**config.mk**
```make
export PLATFORM = sky130hd
export DESIGN_NAME = bist_response_compactor_flat
export DESIGN_NICKNAME = d
export VERILOG_FILES = /design/src/rtl/bist_pkg.sv /design/src/rtl/bist_response_compactor_if.sv /design/src/rtl/misr_step.sv /design/src/rtl/bist_response_compactor.sv /design/src/flat_wrapper.sv
export SDC_FILE = /design/constraint.sdc
export NUM_CORES = 1
export LEC_CHECK = 0
export ABC_AREA = 1
export CAP_MARGIN = 15
export CORE_ASPECT_RATIO = 1.75
export CORE_MARGIN = 4
export CORE_UTILIZATION = 40
export CTS_BUF_LIST = sky130_fd_sc_hd__clkbuf_8
export DETAILED_ROUTE_END_ITERATION = 7
export PLACE_DENSITY_LB_ADDON = 0.2
export SLEW_MARGIN = 10
export SYNTH_ARGS = -nofsm -noshare
export SYNTH_HDL_FRONTEND = slang
export SYNTH_HIERARCHICAL = 1
export SYNTH_SLANG_ARGS = --single-unit
```
**constraint.sdc**
```tcl
create_clock -name clk -period 1.8 [get_ports clk]
set_clock_uncertainty 0.2 [all_clocks]
set_input_delay 0.27 -clock clk [delete_from_list [all_inputs] [get_ports clk]]
set_output_delay 0.27 -clock clk [all_outputs]
set_load 0.05 [all_outputs]
```
**src/rtl/bist_pkg.sv**
```systemverilog
// Shared definitions for the BIST response compactor and the upstream
// pattern-generator stage: FSM state enum and default MISR constants.
package bist_pkg;

  localparam int unsigned DEF_RESP_W = 23;
  localparam int unsigned DEF_SIG_W  = 32;
  localparam int unsigned DEF_CNT_W  = 16;

  localparam logic [31:0] DEF_POLY = 32'h04C11DB7;
  localparam logic [31:0] DEF_SEED = 32'h00000000;

  typedef enum logic [1:0] {
    ST_IDLE = 2'd0,
    ST_RUN  = 2'd1,
    ST_DONE = 2'd2
  } state_e;

endpackage

```
**src/rtl/bist_response_compactor_if.sv**
```systemverilog
// Response-vector stream from the benchmark netlist into the compactor.
//   resp_valid : producer has a vector on resp_data
//   resp_data  : packed outputs N322..N344 (N322 = bit 0)
//   resp_ready : compactor accepts the vector this cycle
interface bist_response_compactor_if #(
  parameter int unsigned RESP_W = bist_pkg::DEF_RESP_W
) ();

  logic              resp_valid;
  logic [RESP_W-1:0] resp_data;
  logic              resp_ready;

  modport master (
    output resp_valid,
    output resp_data,
    input  resp_ready
  );

  modport slave (
    input  resp_valid,
    input  resp_data,
    output resp_ready
  );

endinterface

```
**src/rtl/misr_step.sv**
```systemverilog
// One MISR step: shift left, fold the MSB back through POLY, and XOR in
// the zero-extended response vector. Purely combinational.
//   sig_cur    : current signature
//   data       : response vector
//   sig_next_c : next signature
module misr_step
  import bist_pkg::*;
#(
  parameter int unsigned      SIG_W  = DEF_SIG_W,
  parameter int unsigned      RESP_W = DEF_RESP_W,
  parameter logic [SIG_W-1:0] POLY   = SIG_W'(DEF_POLY)
) (
  input  logic [SIG_W-1:0]  sig_cur,
  input  logic [RESP_W-1:0] data,
  output logic [SIG_W-1:0]  sig_next_c
);

  assign sig_next_c = {sig_cur[SIG_W-2:0], 1'b0}
                    ^ (sig_cur[SIG_W-1] ? POLY : '0)
                    ^ SIG_W'(data);

endmodule

```
**src/rtl/bist_response_compactor.sv**
```systemverilog
// BIST response compactor: accepts response vectors over a valid/ready
// stream, folds them into a MISR for a programmed number of patterns and
// compares the final signature against a golden value.
//   clk, rst      : clock, synchronous active-high reset
//   start, abort  : run control (abort wins over start and transfers)
//   num_patterns  : patterns per run, latched on start
//   golden_sig    : expected signature, latched on start
//   rif           : response stream (slave side)
//   busy, done    : in RUN / in DONE
//   pass          : signature matched golden (meaningful while done=1)
//   signature     : current MISR contents
//   pat_count     : responses accepted in this run
module bist_response_compactor
  import bist_pkg::*;
#(
  parameter int unsigned      RESP_W = DEF_RESP_W,
  parameter int unsigned      SIG_W  = DEF_SIG_W,
  parameter logic [SIG_W-1:0] POLY   = SIG_W'(DEF_POLY),
  parameter logic [SIG_W-1:0] SEED   = SIG_W'(DEF_SEED),
  parameter int unsigned      CNT_W  = DEF_CNT_W
) (
  input  logic                      clk,
  input  logic                      rst,
  input  logic                      start,
  input  logic                      abort,
  input  logic [CNT_W-1:0]          num_patterns,
  input  logic [SIG_W-1:0]          golden_sig,
  bist_response_compactor_if.slave  rif,
  output logic                      busy,
  output logic                      done,
  output logic                      pass,
  output logic [SIG_W-1:0]          signature,
  output logic [CNT_W-1:0]          pat_count
);

  localparam logic [1:0] S_IDLE = ST_IDLE;
  localparam logic [1:0] S_RUN  = ST_RUN;
  localparam logic [1:0] S_DONE = ST_DONE;

  logic [1:0]       state_q, state_d;
  logic [CNT_W-1:0] num_q, num_d;
  logic [SIG_W-1:0] golden_q, golden_d;
  logic [SIG_W-1:0] sig_d;
  logic [CNT_W-1:0] cnt_d;
  logic             pass_d;
  logic             ready_q;
  logic             xfer;
  logic             last_xfer;
  logic [SIG_W-1:0] misr_next_c;

  assign rif.resp_ready = ready_q;

  // Next MISR value for the vector currently on the stream
  misr_step #(
    .SIG_W  (SIG_W),
    .RESP_W (RESP_W),
    .POLY   (POLY)
  ) u_misr (
    .sig_cur    (signature),
    .data       (rif.resp_data),
    .sig_next_c (misr_next_c)
  );

  // Next-state and datapath decode
  always_comb begin
    state_d   = state_q;
    num_d     = num_q;
    golden_d  = golden_q;
    sig_d     = signature;
    cnt_d     = pat_count;
    pass_d    = pass;
    xfer      = rif.resp_valid & ready_q;
    last_xfer = (pat_count + CNT_W'(1)) == num_q;

    if (abort) begin
      // Signature and count are left visible for debug after an abort
      state_d = S_IDLE;
      pass_d  = 1'b0;
    end else begin
      case (state_q)
        S_IDLE, S_DONE: begin
          if (start) begin
            num_d    = num_patterns;
            golden_d = golden_sig;
            sig_d    = SEED;
            cnt_d    = '0;
            if (num_patterns == '0) begin
              state_d = S_DONE;
              pass_d  = (SEED == golden_sig);
            end else begin
              state_d = S_RUN;
              pass_d  = 1'b0;
            end
          end
        end
        S_RUN: begin
          if (xfer) begin
            sig_d = misr_next_c;
            cnt_d = pat_count + CNT_W'(1);
            if (last_xfer) begin
              state_d = S_DONE;
              pass_d  = (misr_next_c == golden_q);
            end
          end
        end
        default: begin
          state_d = S_IDLE;
          pass_d  = 1'b0;
        end
      endcase
    end
  end

  // State, datapath and registered status outputs
  always_ff @(posedge clk) begin
    if (rst) begin
      state_q   <= S_IDLE;
      num_q     <= '0;
      golden_q  <= '0;
      signature <= SEED;
      pat_count <= '0;
      pass      <= 1'b0;
      busy      <= 1'b0;
      done      <= 1'b0;
      ready_q   <= 1'b0;
    end else begin
      state_q   <= state_d;
      num_q     <= num_d;
      golden_q  <= golden_d;
      signature <= sig_d;
      pat_count <= cnt_d;
      pass      <= pass_d;
      busy      <= (state_d == S_RUN);
      done      <= (state_d == S_DONE);
      ready_q   <= (state_d == S_RUN);
    end
  end

endmodule

```
**src/flat_wrapper.sv**
```systemverilog
// flat-port wrapper written by rule: the top's interface ports become plain ports
module bist_response_compactor_flat import bist_pkg::*;
#(
  parameter int unsigned      RESP_W = DEF_RESP_W,
  parameter int unsigned      SIG_W  = DEF_SIG_W,
  parameter logic [SIG_W-1:0] POLY   = SIG_W'(DEF_POLY),
  parameter logic [SIG_W-1:0] SEED   = SIG_W'(DEF_SEED),
  parameter int unsigned      CNT_W  = DEF_CNT_W
)
  (clk, rst, start, abort, num_patterns, golden_sig, busy, done, pass, signature, pat_count, rif_resp_valid, rif_resp_data, rif_resp_ready);
  bist_response_compactor_if #(.RESP_W(RESP_W)) rif_i ();
  input  logic clk;
  input  logic rst;
  input  logic start;
  input  logic abort;
  input  logic [CNT_W-1:0] num_patterns;
  input  logic [SIG_W-1:0] golden_sig;
  output logic busy;
  output logic done;
  output logic pass;
  output logic [SIG_W-1:0] signature;
  output logic [CNT_W-1:0] pat_count;
  input wire logic [$bits(rif_i.resp_valid)-1:0] rif_resp_valid;
  input wire logic [$bits(rif_i.resp_data)-1:0] rif_resp_data;
  output wire logic [$bits(rif_i.resp_ready)-1:0] rif_resp_ready;
  assign rif_i.resp_valid = rif_resp_valid;
  assign rif_i.resp_data = rif_resp_data;
  assign rif_resp_ready = rif_i.resp_ready;
  bist_response_compactor #(.RESP_W(RESP_W), .SIG_W(SIG_W), .POLY(POLY), .SEED(SEED), .CNT_W(CNT_W)) u_core (.clk(clk), .rst(rst), .start(start), .abort(abort), .num_patterns(num_patterns), .golden_sig(golden_sig), .rif(rif_i), .busy(busy), .done(done), .pass(pass), .signature(signature), .pat_count(pat_count));
endmodule
```
==> flow_summary.ini <==
[global_route]
grt_pass1_wl_mm = 26.3
grt_max_degree = 39
grt-ovfl-total = 0
grt_usage_pct = 22.0
antenna_found_initial = 0
grt_pass1_vias = 5643

[route]
drt_wl_total_mm = 16.8
dr_total_vias = 5935
via_per_inst = 4.86
drtIter0Drc = 233
ant_nets = 0
firstDrtPassIters = 5
wl_per_cell_um = 13.7
route.detailed.drc = 0

[worst_setup_path]
crit_fanout = 6
cp-start-kind = register
cp-end-kind = register
critPathRequiredTime_ns = 1.92
worstPathArrival_ns = 2.29
crit_type = register to register
max_stage_delay_ns = 0.38
crit_chain = ha_4 -> nand2_4 -> nor2_4 -> nand2_2 -> nor2_2 -> nand2_1 -> nand2_1 -> nand2_1 -> nand2_2 -> nand2_2 -> nor2_4 -> nand3_2 -> nand2_2 -> nand2_2 -> nand2_1 -> nand2_1 -> nor2_1
slowest_stage = dfxtp_4

[run_status]
outcome = finished with violations
violations = negative setup slack

[cts]
cts-htree-levels = 3
ctsLongestPathBuffers = 2
clock_latency_ns = 0.39
cts_buffers = 9
clk_pin_slew_worst_paths_ns = 0.11
cts_hold_buffers = 0
cts_tree = yes
cts.sink_count = 101
cts_root_buf = clkbuf_8

[floorplan]
die_width_um = 95.1
start_util_pct = 40.8
core_um2 = 13000
num_io_pins = 128
dieHeight_um = 160
rows = 55
dieArea_um2 = 15300

[synth]
ys_seq_elements = 101
syn_avg_cell_area_um2 = 6.66
async_flop_share_pct = 0
synth.net_count = 875
netlist_area_um2 = 5310
synth-seq-area-share_pct = 38.1
yosysUniqueCellTypes = 34
synth_warnings = 6
syn_inst = 798
ys.flop_type = dfxtp_1
synth_edf_count = 0

[flow_run]
cap_violations = 0

[sta]
drv_slew = 0
tns_ns = -1.99
hold_violations = 0
slew_headroom_pct = 73.5
fmax_mhz = 461
tightestPinTransition_ns = 0.394
setup_slack_ns = -0.368
rsz0062_at_grt = yes
setup_violations = 6
whs_ns = 0.0325
finalCritPeriodShare_pct = 120
min_period_ns = 2.17

[placed_design]
dp_slack_ns = -0.403
dp_hpwl_mm = 12.7
place_congestion = 0.891
portBuffers = 127

[cells_and_area]
num_antenna_cells = 0
nNetsFinal = 1122
syn_to_final_growth_pct = 54.9
drive_gt1_share_pct = 27.3

[pwr]
cellPowerDensity_nw_per_um2 = 584
vdd_drop_max_mv = 0.443
power.leakage_nw = 3.62
finalPower_mw = 4.80

[hold_path]
hold_class = primary input to register
[repair_timing]
action	CTS	global route
buffers inserted	8	3
resized for setup	6	28
endpoints found under the setup margin	5	20
pin swaps	7	16
[metrics by stage]
stage	std cells	utilization [%]	cell area (um^2)
3_3_place_gp	1194	60.1	7820
2_1_floorplan	798	-	5390
5_1_grt	1221	63.3	8230
6_report	1221	63.3	8230
3_5_place_dp	1194	60.1	7820
4_1_cts	1218	62.3	8110
[layout make-up]
class,count,area [um^2]
clock buffer,10,138
tap,171,214
fill,1161,4780
multi-input combinational,583,2930
inverter,74,278
sequential,101,2070
timing repair buffer,276,2520
clock inverter,6,76.3
[worst max-delay path, delay by kind of cell, from the launching register on]
kind | cells | cell delay (ns)
adders and majority gates | 1 | 0.16
DFF | 1 | 0.38
and+or+nand+nor | 16 | 1.36
[report_power, final]
group / switching, mW / total (mW) / internal [mW]
Sequential: 0.0524 / 2.36 / 2.31
Clock: 0.885 / 1.60 / 0.712
Combinational: 0.415 / 0.848 / 0.433
[layout by cell type, fill, tap and decap left out, drive strengths merged, types with 8 or more instances in the layout]
cell and instances:
nor4 14, xor2 23, nand3 38, a21oi 71, buf 202, inv 79, nand3b 8, nor2 104
dfxtp 101, clkdlybuf4s50 74, o21ai 56, nand2 229, clkbuf 10, nand4 12
[cells in the mapped netlist (4+ instances only)]
library cell | instances | area [um^2]
nand4_1 | 12 | 75.1
dfxtp_1 | 101 | 2020
clkbuf_1 | 26 | 97.6
xnor2_1 | 7 | 61.3
nor2_4 | 4 | 45.0
nor2_1 | 94 | 353
o21ai_0 | 54 | 270
o22ai_1 | 6 | 37.5
buf_4 | 8 | 60.1
nand2_2 | 10 | 62.6
nor4_1 | 14 | 87.6
nand3_1 | 36 | 180
nand3b_1 | 8 | 60.1
nor2_2 | 6 | 37.5
xor2_1 | 23 | 201
buf_2 | 4 | 20.0
nand2_1 | 219 | 822
inv_1 | 72 | 270
a21oi_1 | 71 | 355
[path summary, 6_finish.rpt]
| path | from | endpoint | slack [ns] | cells past startpoint |
|---|---|---|---|---|
| setup / recovery | u_core/pat_count[1]$_SDFFE_PP0P_ | u_core/pass$_SDFFE_PP0P_ | -0.37 | 17 |
| hold / removal | rst | u_core/pass$_SDFFE_PP0P_ | 0.03 | 4 |
| setup reg to reg | u_core/pat_count[1]$_SDFFE_PP0P_ | u_core/pass$_SDFFE_PP0P_ | -0.37 | 17 |
| hold reg to reg | u_core/num_q[14]$_SDFFE_PP0P_ | u_core/num_q[14]$_SDFFE_PP0P_ | 0.27 | 2 |
[flip-flops by register name (all words and copies together) (netlist names)]
register               count
u_core/golden_q           32
u_core/num_q              16
u_core/rif.resp_ready      1
u_core/signature          32
u_core/done                1
u_core/pat_count          16
u_core/state_q             2
u_core/pass                1
[routing by layer]
metal | global-route usage [%] | wire length [um] | vias to the layer above | part of all wire, %
met1 | 23.7 | 6450 | 2677 | 38
met4 | 9.92 | 573 | 0 | 3.4
met5 | 0 | 0 | - | 0
met2 | 39.9 | 8860 | 152 | 53
li1 | - | - | 3070 | -
met3 | 4.31 | 872 | 36 | 5.2
[cell families (layout without fill, tap and decap cells)]
logic type                 Yosys count  after routing  share of synthesized area, %
AOI/OAI and AO/OA                  142            142                          14.1
buffers and inverters              114            366                          9.00
adders and majority gates            1              1                         0.235
DFF                                101            101                          38.1
and+or+nand+nor                    409            409                          33.2
xor gates and xnor gates            31             31                          5.39
(Power assumes the default switching activity.)
